[config.mk]
export PLATFORM = sky130hd
export DESIGN_NAME = ob_sched_flat
export DESIGN_NICKNAME = d
export VERILOG_FILES = /design/src/rtl/ob_sched_if.sv /design/src/rtl/ob_sched.sv /design/src/flat_wrapper.sv
export SDC_FILE = /design/constraint.sdc
export NUM_CORES = 1
export LEC_CHECK = 0
export CORE_AREA = 4 4 163 165
export DETAILED_ROUTE_END_ITERATION = 16
export DIE_AREA = 0 0 167 169
export PLACE_DENSITY = 0.62
export SETUP_SLACK_MARGIN = 0.05
export SYNTH_ARGS = -nofsm -noshare
export SYNTH_HDL_FRONTEND = slang
export SYNTH_SLANG_ARGS = --single-unit
[constraint.sdc]
create_clock -name clk -period 11.3 [get_ports clk]
set_input_delay 2.26 -clock clk [delete_from_list [all_inputs] [get_ports clk]]
set_output_delay 2.26 -clock clk [all_outputs]
set_load 0.05 [all_outputs]
[src/rtl/ob_sched_if.sv]
// Bundle of the order-book scheduler's ingress, table-head, reject and
// response signals.
//   master : scheduler side (drives strobes, response and statistics)
//   slave  : datapath side (ingress queue, bid/ask tables, egress queue)
interface ob_sched_if #(
  parameter int unsigned UID_W   = 32,
  parameter int unsigned QTY_W   = 16,
  parameter int unsigned PRICE_W = 16
);
  // ingress queue pop side
  logic               ingress_vld;
  logic [1:0]         ingress_op;
  logic [UID_W-1:0]   ingress_uid;
  logic               ingress_consume;

  // bid / ask table heads
  logic               bid_head_vld_r;
  logic [UID_W-1:0]   bid_head_uid;
  logic [QTY_W-1:0]   bid_head_qty;
  logic [PRICE_W-1:0] bid_head_price;
  logic               bid_head_pop;
  logic               bid_head_upt;
  logic               ask_head_vld_r;
  logic [UID_W-1:0]   ask_head_uid;
  logic [QTY_W-1:0]   ask_head_qty;
  logic [PRICE_W-1:0] ask_head_price;
  logic               ask_head_pop;
  logic               ask_head_upt;
  logic [QTY_W-1:0]   head_upt_qty;

  // table reject queues
  logic               bid_reject_vld_r;
  logic [UID_W-1:0]   bid_reject_uid;
  logic               bid_reject_pop;
  logic               ask_reject_vld_r;
  logic [UID_W-1:0]   ask_reject_uid;
  logic               ask_reject_pop;

  // egress response queue push side
  logic               rsp_full;
  logic               rsp_push;
  logic [1:0]         rsp_type;
  logic [UID_W-1:0]   rsp_uid_a;
  logic [UID_W-1:0]   rsp_uid_b;
  logic [QTY_W-1:0]   rsp_qty;
  logic [PRICE_W-1:0] rsp_price;

  // statistics
  logic [31:0]        stat_trades;
  logic [31:0]        stat_cmds;

  modport master (
    input  ingress_vld, ingress_op, ingress_uid,
    output ingress_consume,
    input  bid_head_vld_r, bid_head_uid, bid_head_qty, bid_head_price,
    input  ask_head_vld_r, ask_head_uid, ask_head_qty, ask_head_price,
    output bid_head_pop, bid_head_upt, ask_head_pop, ask_head_upt, head_upt_qty,
    input  bid_reject_vld_r, bid_reject_uid, ask_reject_vld_r, ask_reject_uid,
    output bid_reject_pop, ask_reject_pop,
    input  rsp_full,
    output rsp_push, rsp_type, rsp_uid_a, rsp_uid_b, rsp_qty, rsp_price,
    output stat_trades, stat_cmds
  );

  modport slave (
    output ingress_vld, ingress_op, ingress_uid,
    input  ingress_consume,
    output bid_head_vld_r, bid_head_uid, bid_head_qty, bid_head_price,
    output ask_head_vld_r, ask_head_uid, ask_head_qty, ask_head_price,
    input  bid_head_pop, bid_head_upt, ask_head_pop, ask_head_upt, head_upt_qty,
    output bid_reject_vld_r, bid_reject_uid, ask_reject_vld_r, ask_reject_uid,
    input  bid_reject_pop, ask_reject_pop,
    output rsp_full,
    input  rsp_push, rsp_type, rsp_uid_a, rsp_uid_b, rsp_qty, rsp_price,
    input  stat_trades, stat_cmds
  );
endinterface

[src/rtl/ob_sched.sv]
// Order-book sequencing controller. Each DECIDE slot performs at most one
// action, in priority order: drain a table reject, execute a bid/ask cross,
// or consume one ingress command. Trades and installs are followed by
// SETTLE_CYC dead cycles so the tables' heads can settle before re-sampling.
// Ports:
//   clk  : clock
//   rst  : asynchronous, active-low reset
//   bus  : ob_sched_if.master (ingress pop, table head/reject strobes,
//          response push, statistics)
// Optional: define OB_SCHED_STATS_EN to build the trade/command counters;
// otherwise stat_trades/stat_cmds are tied to 0.
module ob_sched #(
  parameter int unsigned UID_W      = 32,
  parameter int unsigned QTY_W      = 16,
  parameter int unsigned PRICE_W    = 16,
  parameter int unsigned SETTLE_CYC = 1
) (
  input  logic       clk,
  input  logic       rst,
  ob_sched_if.master bus
);
  localparam int unsigned CNT_W = 3;
  localparam logic [1:0] RSP_TRADE  = 2'd0;
  localparam logic [1:0] RSP_REJECT = 2'd1;
  localparam logic [1:0] RSP_BADOP  = 2'd2;

  typedef enum logic {ST_DECIDE, ST_SETTLE} state_t;

  state_t             state, state_nxt;
  logic [CNT_W-1:0]   settle_cnt, settle_cnt_nxt;
  logic               rr, rr_nxt;          // 0: bid next on a reject tie, 1: ask
  logic               cross_pend;
  logic [QTY_W-1:0]   trade_qty;
  logic [PRICE_W-1:0] trade_price;
  logic [UID_W-1:0]   rej_uid;
  logic               rej_ask;
  logic               trade_fire;
  logic               cons_fire;

  // Cross detection and trade terms.
  assign cross_pend  = bus.bid_head_vld_r && bus.ask_head_vld_r &&
                       (bus.bid_head_price >= bus.ask_head_price);
  assign trade_qty   = (bus.bid_head_qty <= bus.ask_head_qty) ? bus.bid_head_qty
                                                              : bus.ask_head_qty;
  assign trade_price = bus.ask_head_price;

  // Reject arbitration: round-robin only when both sides are pending.
  assign rej_ask = bus.ask_reject_vld_r && (!bus.bid_reject_vld_r || rr);
  assign rej_uid = rej_ask ? bus.ask_reject_uid : bus.bid_reject_uid;

  // State register.
  always_ff @(posedge clk or negedge rst) begin
    if (!rst) begin
      state      <= ST_DECIDE;
      settle_cnt <= '0;
      rr         <= 1'b0;
    end else begin
      state      <= state_nxt;
      settle_cnt <= settle_cnt_nxt;
      rr         <= rr_nxt;
    end
  end

  // Next-state and strobe decode; strobes only fire in DECIDE out of reset.
  always_comb begin
    state_nxt           = state;
    settle_cnt_nxt      = settle_cnt;
    rr_nxt              = rr;
    trade_fire          = 1'b0;
    cons_fire           = 1'b0;
    bus.ingress_consume = 1'b0;
    bus.bid_head_pop    = 1'b0;
    bus.bid_head_upt    = 1'b0;
    bus.ask_head_pop    = 1'b0;
    bus.ask_head_upt    = 1'b0;
    bus.head_upt_qty    = '0;
    bus.bid_reject_pop  = 1'b0;
    bus.ask_reject_pop  = 1'b0;
    bus.rsp_push        = 1'b0;
    bus.rsp_type        = RSP_TRADE;
    bus.rsp_uid_a       = '0;
    bus.rsp_uid_b       = '0;
    bus.rsp_qty         = '0;
    bus.rsp_price       = '0;

    unique case (state)
      ST_DECIDE: begin
        if (rst) begin
          if ((bus.bid_reject_vld_r || bus.ask_reject_vld_r) && !bus.rsp_full) begin
            bus.rsp_push       = 1'b1;
            bus.rsp_type       = RSP_REJECT;
            bus.rsp_uid_a      = rej_uid;
            bus.ask_reject_pop = rej_ask;
            bus.bid_reject_pop = !rej_ask;
            if (bus.bid_reject_vld_r && bus.ask_reject_vld_r) rr_nxt = !rr;
          end else if (cross_pend) begin
            // A pending cross blocks ingress even while the egress is full.
            if (!bus.rsp_full) begin
              trade_fire       = 1'b1;
              bus.rsp_push     = 1'b1;
              bus.rsp_type     = RSP_TRADE;
              bus.rsp_uid_a    = bus.bid_head_uid;
              bus.rsp_uid_b    = bus.ask_head_uid;
              bus.rsp_qty      = trade_qty;
              bus.rsp_price    = trade_price;
              bus.bid_head_pop = (bus.bid_head_qty == trade_qty);
              bus.ask_head_pop = (bus.ask_head_qty == trade_qty);
              if (bus.bid_head_qty != trade_qty) begin
                bus.bid_head_upt = 1'b1;
                bus.head_upt_qty = QTY_W'(bus.bid_head_qty - trade_qty);
              end else if (bus.ask_head_qty != trade_qty) begin
                bus.ask_head_upt = 1'b1;
                bus.head_upt_qty = QTY_W'(bus.ask_head_qty - trade_qty);
              end
              state_nxt      = ST_SETTLE;
              settle_cnt_nxt = CNT_W'(SETTLE_CYC - 1);
            end
          end else if (bus.ingress_vld) begin
            if (!bus.ingress_op[1]) begin
              // BUY/SELL install needs no response slot.
              cons_fire           = 1'b1;
              bus.ingress_consume = 1'b1;
              state_nxt           = ST_SETTLE;
              settle_cnt_nxt      = CNT_W'(SETTLE_CYC - 1);
            end else if (!bus.rsp_full) begin
              cons_fire           = 1'b1;
              bus.ingress_consume = 1'b1;
              bus.rsp_push        = 1'b1;
              bus.rsp_type        = RSP_BADOP;
              bus.rsp_uid_a       = bus.ingress_uid;
            end
          end
        end
      end
      ST_SETTLE: begin
        if (settle_cnt == '0) state_nxt = ST_DECIDE;
        else settle_cnt_nxt = CNT_W'(settle_cnt - 1'b1);
      end
      default: state_nxt = ST_DECIDE;
    endcase
  end

`ifdef OB_SCHED_STATS_EN
  logic [31:0] stat_trades_q, stat_cmds_q;

  // Free-running wrap-around event counters.
  always_ff @(posedge clk or negedge rst) begin
    if (!rst) begin
      stat_trades_q <= '0;
      stat_cmds_q   <= '0;
    end else begin
      if (trade_fire) stat_trades_q <= 32'(stat_trades_q + 32'd1);
      if (cons_fire)  stat_cmds_q   <= 32'(stat_cmds_q + 32'd1);
    end
  end

  assign bus.stat_trades = stat_trades_q;
  assign bus.stat_cmds   = stat_cmds_q;
`else
  assign bus.stat_trades = '0;
  assign bus.stat_cmds   = '0;
`endif

  // Table heads never carry a zero quantity.
  a_bid_qty_nz: assert property (@(posedge clk) disable iff (!rst)
    bus.bid_head_vld_r |-> (bus.bid_head_qty != '0));
  a_ask_qty_nz: assert property (@(posedge clk) disable iff (!rst)
    bus.ask_head_vld_r |-> (bus.ask_head_qty != '0));

endmodule

[src/flat_wrapper.sv]
// flat-port wrapper written by rule: the top's interface ports become plain ports
module ob_sched_flat 
#(
  parameter int unsigned UID_W      = 32,
  parameter int unsigned QTY_W      = 16,
  parameter int unsigned PRICE_W    = 16,
  parameter int unsigned SETTLE_CYC = 1
)
  (clk, rst, bus_ingress_vld, bus_ingress_op, bus_ingress_uid, bus_ingress_consume, bus_bid_head_vld_r, bus_bid_head_uid, bus_bid_head_qty, bus_bid_head_price, bus_ask_head_vld_r, bus_ask_head_uid, bus_ask_head_qty, bus_ask_head_price, bus_bid_head_pop, bus_bid_head_upt, bus_ask_head_pop, bus_ask_head_upt, bus_head_upt_qty, bus_bid_reject_vld_r, bus_bid_reject_uid, bus_ask_reject_vld_r, bus_ask_reject_uid, bus_bid_reject_pop, bus_ask_reject_pop, bus_rsp_full, bus_rsp_push, bus_rsp_type, bus_rsp_uid_a, bus_rsp_uid_b, bus_rsp_qty, bus_rsp_price, bus_stat_trades, bus_stat_cmds);
  ob_sched_if #(.UID_W(UID_W), .QTY_W(QTY_W), .PRICE_W(PRICE_W)) bus_i ();
  input  logic clk;
  input  logic rst;
  input wire logic [$bits(bus_i.ingress_vld)-1:0] bus_ingress_vld;
  input wire logic [$bits(bus_i.ingress_op)-1:0] bus_ingress_op;
  input wire logic [$bits(bus_i.ingress_uid)-1:0] bus_ingress_uid;
  output wire logic [$bits(bus_i.ingress_consume)-1:0] bus_ingress_consume;
  input wire logic [$bits(bus_i.bid_head_vld_r)-1:0] bus_bid_head_vld_r;
  input wire logic [$bits(bus_i.bid_head_uid)-1:0] bus_bid_head_uid;
  input wire logic [$bits(bus_i.bid_head_qty)-1:0] bus_bid_head_qty;
  input wire logic [$bits(bus_i.bid_head_price)-1:0] bus_bid_head_price;
  input wire logic [$bits(bus_i.ask_head_vld_r)-1:0] bus_ask_head_vld_r;
  input wire logic [$bits(bus_i.ask_head_uid)-1:0] bus_ask_head_uid;
  input wire logic [$bits(bus_i.ask_head_qty)-1:0] bus_ask_head_qty;
  input wire logic [$bits(bus_i.ask_head_price)-1:0] bus_ask_head_price;
  output wire logic [$bits(bus_i.bid_head_pop)-1:0] bus_bid_head_pop;
  output wire logic [$bits(bus_i.bid_head_upt)-1:0] bus_bid_head_upt;
  output wire logic [$bits(bus_i.ask_head_pop)-1:0] bus_ask_head_pop;
  output wire logic [$bits(bus_i.ask_head_upt)-1:0] bus_ask_head_upt;
  output wire logic [$bits(bus_i.head_upt_qty)-1:0] bus_head_upt_qty;
  input wire logic [$bits(bus_i.bid_reject_vld_r)-1:0] bus_bid_reject_vld_r;
  input wire logic [$bits(bus_i.bid_reject_uid)-1:0] bus_bid_reject_uid;
  input wire logic [$bits(bus_i.ask_reject_vld_r)-1:0] bus_ask_reject_vld_r;
  input wire logic [$bits(bus_i.ask_reject_uid)-1:0] bus_ask_reject_uid;
  output wire logic [$bits(bus_i.bid_reject_pop)-1:0] bus_bid_reject_pop;
  output wire logic [$bits(bus_i.ask_reject_pop)-1:0] bus_ask_reject_pop;
  input wire logic [$bits(bus_i.rsp_full)-1:0] bus_rsp_full;
  output wire logic [$bits(bus_i.rsp_push)-1:0] bus_rsp_push;
  output wire logic [$bits(bus_i.rsp_type)-1:0] bus_rsp_type;
  output wire logic [$bits(bus_i.rsp_uid_a)-1:0] bus_rsp_uid_a;
  output wire logic [$bits(bus_i.rsp_uid_b)-1:0] bus_rsp_uid_b;
  output wire logic [$bits(bus_i.rsp_qty)-1:0] bus_rsp_qty;
  output wire logic [$bits(bus_i.rsp_price)-1:0] bus_rsp_price;
  output wire logic [$bits(bus_i.stat_trades)-1:0] bus_stat_trades;
  output wire logic [$bits(bus_i.stat_cmds)-1:0] bus_stat_cmds;
  assign bus_i.ingress_vld = bus_ingress_vld;
  assign bus_i.ingress_op = bus_ingress_op;
  assign bus_i.ingress_uid = bus_ingress_uid;
  assign bus_ingress_consume = bus_i.ingress_consume;
  assign bus_i.bid_head_vld_r = bus_bid_head_vld_r;
  assign bus_i.bid_head_uid = bus_bid_head_uid;
  assign bus_i.bid_head_qty = bus_bid_head_qty;
  assign bus_i.bid_head_price = bus_bid_head_price;
  assign bus_i.ask_head_vld_r = bus_ask_head_vld_r;
  assign bus_i.ask_head_uid = bus_ask_head_uid;
  assign bus_i.ask_head_qty = bus_ask_head_qty;
  assign bus_i.ask_head_price = bus_ask_head_price;
  assign bus_bid_head_pop = bus_i.bid_head_pop;
  assign bus_bid_head_upt = bus_i.bid_head_upt;
  assign bus_ask_head_pop = bus_i.ask_head_pop;
  assign bus_ask_head_upt = bus_i.ask_head_upt;
  assign bus_head_upt_qty = bus_i.head_upt_qty;
  assign bus_i.bid_reject_vld_r = bus_bid_reject_vld_r;
  assign bus_i.bid_reject_uid = bus_bid_reject_uid;
  assign bus_i.ask_reject_vld_r = bus_ask_reject_vld_r;
  assign bus_i.ask_reject_uid = bus_ask_reject_uid;
  assign bus_bid_reject_pop = bus_i.bid_reject_pop;
  assign bus_ask_reject_pop = bus_i.ask_reject_pop;
  assign bus_i.rsp_full = bus_rsp_full;
  assign bus_rsp_push = bus_i.rsp_push;
  assign bus_rsp_type = bus_i.rsp_type;
  assign bus_rsp_uid_a = bus_i.rsp_uid_a;
  assign bus_rsp_uid_b = bus_i.rsp_uid_b;
  assign bus_rsp_qty = bus_i.rsp_qty;
  assign bus_rsp_price = bus_i.rsp_price;
  assign bus_stat_trades = bus_i.stat_trades;
  assign bus_stat_cmds = bus_i.stat_cmds;
  ob_sched #(.UID_W(UID_W), .QTY_W(QTY_W), .PRICE_W(PRICE_W), .SETTLE_CYC(SETTLE_CYC)) u_core (.clk(clk), .rst(rst), .bus(bus_i));
endmodule
== Word-level counts from Yosys, hierarchy flattened ==
Cells that the tools add are included.
Storage, ports and cells
  register bits after elaboration: 5
  input bits: 234
  output and inout port bits: 186
  logic and storage cells: 129
Operators by class
  add/sub/neg operators: 3
  $lt $le $gt $ge: 2
  eq/ne operators: 10
  mux-type cells: 96
  bitwise operators: 1
  reduce and logical (&&, ||, !) cells: 14
Operators with widths (number)
  $mux 32: 14
  $mux 16: 18
  $mux 1: 48
  $eq 16x16->1: 2
  $ne 16x16->1: 2
  $sub 16x16->16: 2
  $mux 3: 7
  $ge 16x16->1: 1
  $le 16x16->1: 1
  $mux 2: 7
  $ne 2x2->1 const B: 3
  $ne 3x2->1 const B: 2
  $pmux 3 s2: 1
  $reduce_and 6->1: 1
  $logic_and 1x1->1: 5
  $logic_not 1->1: 4
  $reduce_and 4->1: 1
  $logic_not 3->1: 1
  $ne 3x3->1 const B: 1
  $sub 3x1->3 const B: 1
  $logic_or 1x1->1: 2
  $pmux 1 s2: 1
  $not 1->1: 1

== Depth between registers and ports, before layout ==
  word-level depth: 10
  depth in mapped cells: 28
  mapped depth without buffers: 22

== Worst setup path after synthesis ==
Ideal clock, no wire load.
  path type: input to output
  start point: input port bus_ask_head_qty[1]
  end point: output port bus_head_upt_qty[14]
  arrival time: 7.789 ns
  data required time: 9.040 ns
  setup slack: 1.251 ns
  stages: 27
  cells stage by stage: clkbuf_1 -> inv_1 -> ha_1 -> nor2b_1 -> o211ai_1 -> a2111o_1 -> and3_1 -> clkbuf_1 -> nor2_1 -> clkbuf_1 -> buf_2 -> buf_2 -> nand2_1 -> o21ai_1 -> ha_1 -> inv_1 -> ha_1 -> inv_1 -> o211ai_1 -> nor4bb_1 -> nor4_1 -> a211oi_1 -> clkbuf_1 -> o2bb2ai_1 -> a221oi_1 -> xor2_1 -> o22ai_1
Between the ends
  cells in the longest elaborated chain, start to end: 10
  elaborated cells on any way between the ends: 13
RTL lines
  start, declared: line flat_wrapper.sv:23  | input wire logic [$bits(bus_i.ask_head_qty)-1:0] bus_ask_head_qty;
  $le 16x16->1: line ob_sched.sv:43  | assign trade_qty = (bus.bid_head_qty <= bus.ask_head_qty) ? bus.bid_head_qty
  $mux 16: line ob_sched.sv:43
  $sub 16x16->16 / $ne 16x16->1 (equally long branches): line ob_sched.sv:113, ob_sched.sv:111
  $mux 16: line ob_sched.sv:111  | end else if (bus.ask_head_qty != trade_qty) begin
  $mux 16 *: line ob_sched.sv:108  | if (bus.bid_head_qty != trade_qty) begin
  $mux 16 *: line ob_sched.sv:98  | if (!bus.rsp_full) begin
  $mux 16 *: line ob_sched.sv:96  | end else if (cross_pend) begin
  $mux 16 *: line ob_sched.sv:89  | if ((bus.bid_reject_vld_r || bus.ask_reject_vld_r) && !bus.rsp_full) begin
  $mux 16 *: line ob_sched.sv:88  | if (rst) begin
  $mux 16 *: line ob_sched.sv:86  | unique case (state)
  end, declared: line flat_wrapper.sv:29  | output wire logic [$bits(bus_i.head_upt_qty)-1:0] bus_head_upt_qty;
Mark *: on every way between the ends. The rest lies on a longest branch, timed or not.

== Final worst setup path ==
  start point: input port bus_ask_head_qty[11]
  end point: output port bus_head_upt_qty[10]
The elaborated chain is that of the path after synthesis.

==> impl_metrics.tcl <==
set metrics [dict create \
    holdCritPathClass "reg2reg" \
    min_from "u_core.rr$_DFFE_PN0P_" \
    wirelength_um 37300 \
    nets 1437 \
    fmax_ghz 0.0945 \
    wl_per_cell_um 25.1 \
    yosysWarnings 0 \
    start_kind "primary input" \
    chipWidth_um 167 \
    via_count 7711 \
    grt_usage_pct 24.6 \
    power_mw 0.561 \
    synth_edf_count 0 \
    grt_util_met3_pct 6.07 \
    cts_sinks 5 \
    p_per_area_mw_per_mm2 62.0 \
    post-dp-hpwl_um 32200 \
    syn_area_sq_mm 0.00539 \
    fill_cells 2704 \
    rows 58 \
    grt_max_degree 53 \
    clockBufferDepth 2 \
    min_period_ps 10580 \
    combPwrFrac_pct 85.7 \
    hold-path-cell-count 1 \
    grt_pass1_wl_um 51600 \
    cts_buffers 3 \
    r2r_setup_slack_ps 9640 \
    globalplace.congestion 0.941 \
    reg2regPathDepth 6 \
    regArea_sq_um 125 \
    viasPerCell 5.18 \
    antenna_left 0 \
    clkPwrFrac_pct 10.5 \
    multiInputGateArea_sq_mm 0.00458 \
    hold_end "u_core.rr$_DFFE_PN0P_" \
    worst_pin_slew_ps 841 \
    die_area_sq_mm 0.0282 \
    power_switching_mw 0.312 \
    yosysMostFrequentCell "nor2_1" \
    yosys-top-cells-count "nor2_1, nand2_1, buf_4" \
    io_buffers 354 \
    avgSynthCellArea_sq_um 6.36 \
    post_cts_resized 0 \
    grt_setup_unrepaired "false" \
    postPlaceCellArea_sq_mm 0.00897 \
    crit_required_ps 9040 \
    drtIter0Drc 602 \
    p_leak_nw 3.62 \
    yosys.area.top_type "ha_1" \
    worstSetupPathType "in2out" \
    die_y_um 169 \
    clk_latency_ps 230 \
    drc 0 \
    cts_tree "yes" \
    finalSetupTns_ps 0 \
    busiest_layer "met2" \
    seq_power_share_pct 3.9 \
    yosysTopAreaCellShare_pct 10.5 \
    hold_violations 0 \
    cts_hold_buf 0 \
    irDropWorstVdd_uv 41.6 \
    grt_antenna_before_repair 8 \
    cts-root-buf "clkbuf_16" \
    switching_share_pct 55.5 \
    reg2reg_to "u_core.settle_cnt[1]$_DFFE_PN0P_" \
    first_global_vias 7299 \
    first_pass_iters 8 \
    synth_seq_area_share_pct 2.32 \
    path_clk_slew_ps 30 \
    slew_headroom_pct 43.9 \
    syn_to_final_growth_pct 68.1 \
    max-cap-violations 0 \
    post_cts_buffers 0 \
    finalSetupViolCount 0 \
    r2r-start "u_core.state$_DFF_PN0_" \
    floorplan.io_pins 420 \
    met2_usage_pct 42.7 \
    cts.htree.levels 1 \
    final_area_sq_mm 0.00905 \
    yosys.cell_types.count 72 \
    p_int_mw 0.249 \
    core_sq_mm 0.0250 \
    arrival_ps 8320 \
    status "complete, no violations" \
    syn_inst 847 \
    grt_use_met1_pct 31.8 \
    layout-drive-gt1-share_pct 3.98 \
    ys_ff_latch 5 \
    slew_viol_final 0 \
    ys.flop_type "dfrtp_1" \
    grt-ovfl-total 0 \
    finalCritPeriodShare_pct 93.6 \
    end_kind "output pin" \
    clock_skew_ps 0.908 \
    async_flop_share_pct 100 \
    critPathMaxFanout 12 \
    initial_core_util_pct 21.5 \
    ys_top_cells_by_area "ha_1, buf_4, nor2_1, nand2_1, a21oi_1" \
]
-- how the worst max path moves through the flow --
stage	slack (ps)	from	endpoint
floorplan	1250	bus_ask_head_qty[1]	bus_head_upt_qty[14]
global placement	880	bus_ask_head_qty[6]	bus_head_upt_qty[10]
detailed placement	850	bus_ask_head_qty[1]	bus_head_upt_qty[2]
CTS	820	bus_ask_head_qty[1]	bus_head_upt_qty[10]
global route	150	bus_ask_head_qty[1]	bus_head_upt_qty[10]
finish	720	bus_ask_head_qty[11]	bus_head_upt_qty[10]
-- critical path, cell delays in order --
cell,delay (ps)
clkdlybuf4s50_1,660
inv_1,110
ha_1,340
nand4_1,210
or4_4,700
inv_2,150
nor2_2,70
o21ai_1,250
ha_1,320
inv_1,150
ha_1,260
inv_1,110
o211ai_1,90
nor4bb_1,500
nor4_1,110
a211oi_1,210
buf_4,230
nor2_1,90
nor2_1,210
o31ai_1,110
a21oi_1,170
o21bai_1,140
clkdlybuf4s50_1,830
-- power by group through the flow --
stage / combinational [mW] / sequential, mW / clock [mW]
2_1_floorplan: 0.310 / 0.0216 / 0
4_1_cts: 0.476 / 0.0216 / 0.0595
6_report: 0.481 / 0.0216 / 0.0588
3_3_place_gp: 0.472 / 0.0217 / 0
5_1_grt: 0.514 / 0.0219 / 0.0613
3_5_place_dp: 0.474 / 0.0218 / 0
-- cells in the final DEF, fill, tap and decap left out, drive strengths merged, types with 11 or more instances in the layout --
cell             n
maj3            12
ha              45
nor3            14
conb            64
o21ai           39
nand3           12
and2            37
a21oi           64
buf             14
nor2           103
inv             52
nand2b          15
clkdlybuf4s50  353
nand2           98
a221oi          35
o221ai          34
xnor2           11
-- flip-flops by register name, indices dropped and copies added (netlist names) --
signal / count
u_core.rr: 1
u_core.settle_cnt: 3
u_core.state: 1
-- cells by family (layout without fill, tap and decap cells) --
kind of cell	after synthesis	count (layout)	share of synthesized area [%]
muxes	2	2	0.372
buffers and inverters	176	423	17.4
xor gates and xnor gates	17	17	3.81
DFF	5	5	2.32
AOI/OAI and AO/OA	267	267	35.1
other	1	65	0.0696
adders and majority gates	57	57	12.7
and+or+nand+nor	322	322	28.3
-- layout make-up --
cell class / count / share of cell area [%]
multi-input cells: 729 / 50.7
flip-flops and latches: 5 / 1.38
inverters: 52 / 2.16
repair buffers: 367 / 40.3
diodes: 1 / 0.0277
clock buffers: 4 / 0.871
well taps: 330 / 4.56
-- stage by stage --
stage | hold WS, ps | std cells | worst slack, ps | utilization (%)
final | 491 | 1488 | 721 | 36.1
after global routing | 518 | 1487 | 148 | 36.1
after CTS | 490 | 1487 | 825 | 36.1
after detailed placement | 481 | 1483 | 847 | 35.8
after global placement | 483 | 1483 | 875 | 35.8
after floorplan | 459 | 910 | 1250 | -
-- routing by layer --
| layer | share of wire [%] | up-vias |
|---|---|---|
| li1 | - | 3589 |
| met1 | 43 | 3700 |
| met2 | 48 | 384 |
| met3 | 8.0 | 28 |
| met4 | 0.77 | 10 |
| met5 | 0.22 | - |
No activity file was read; power rests on OpenSTA's default activity.
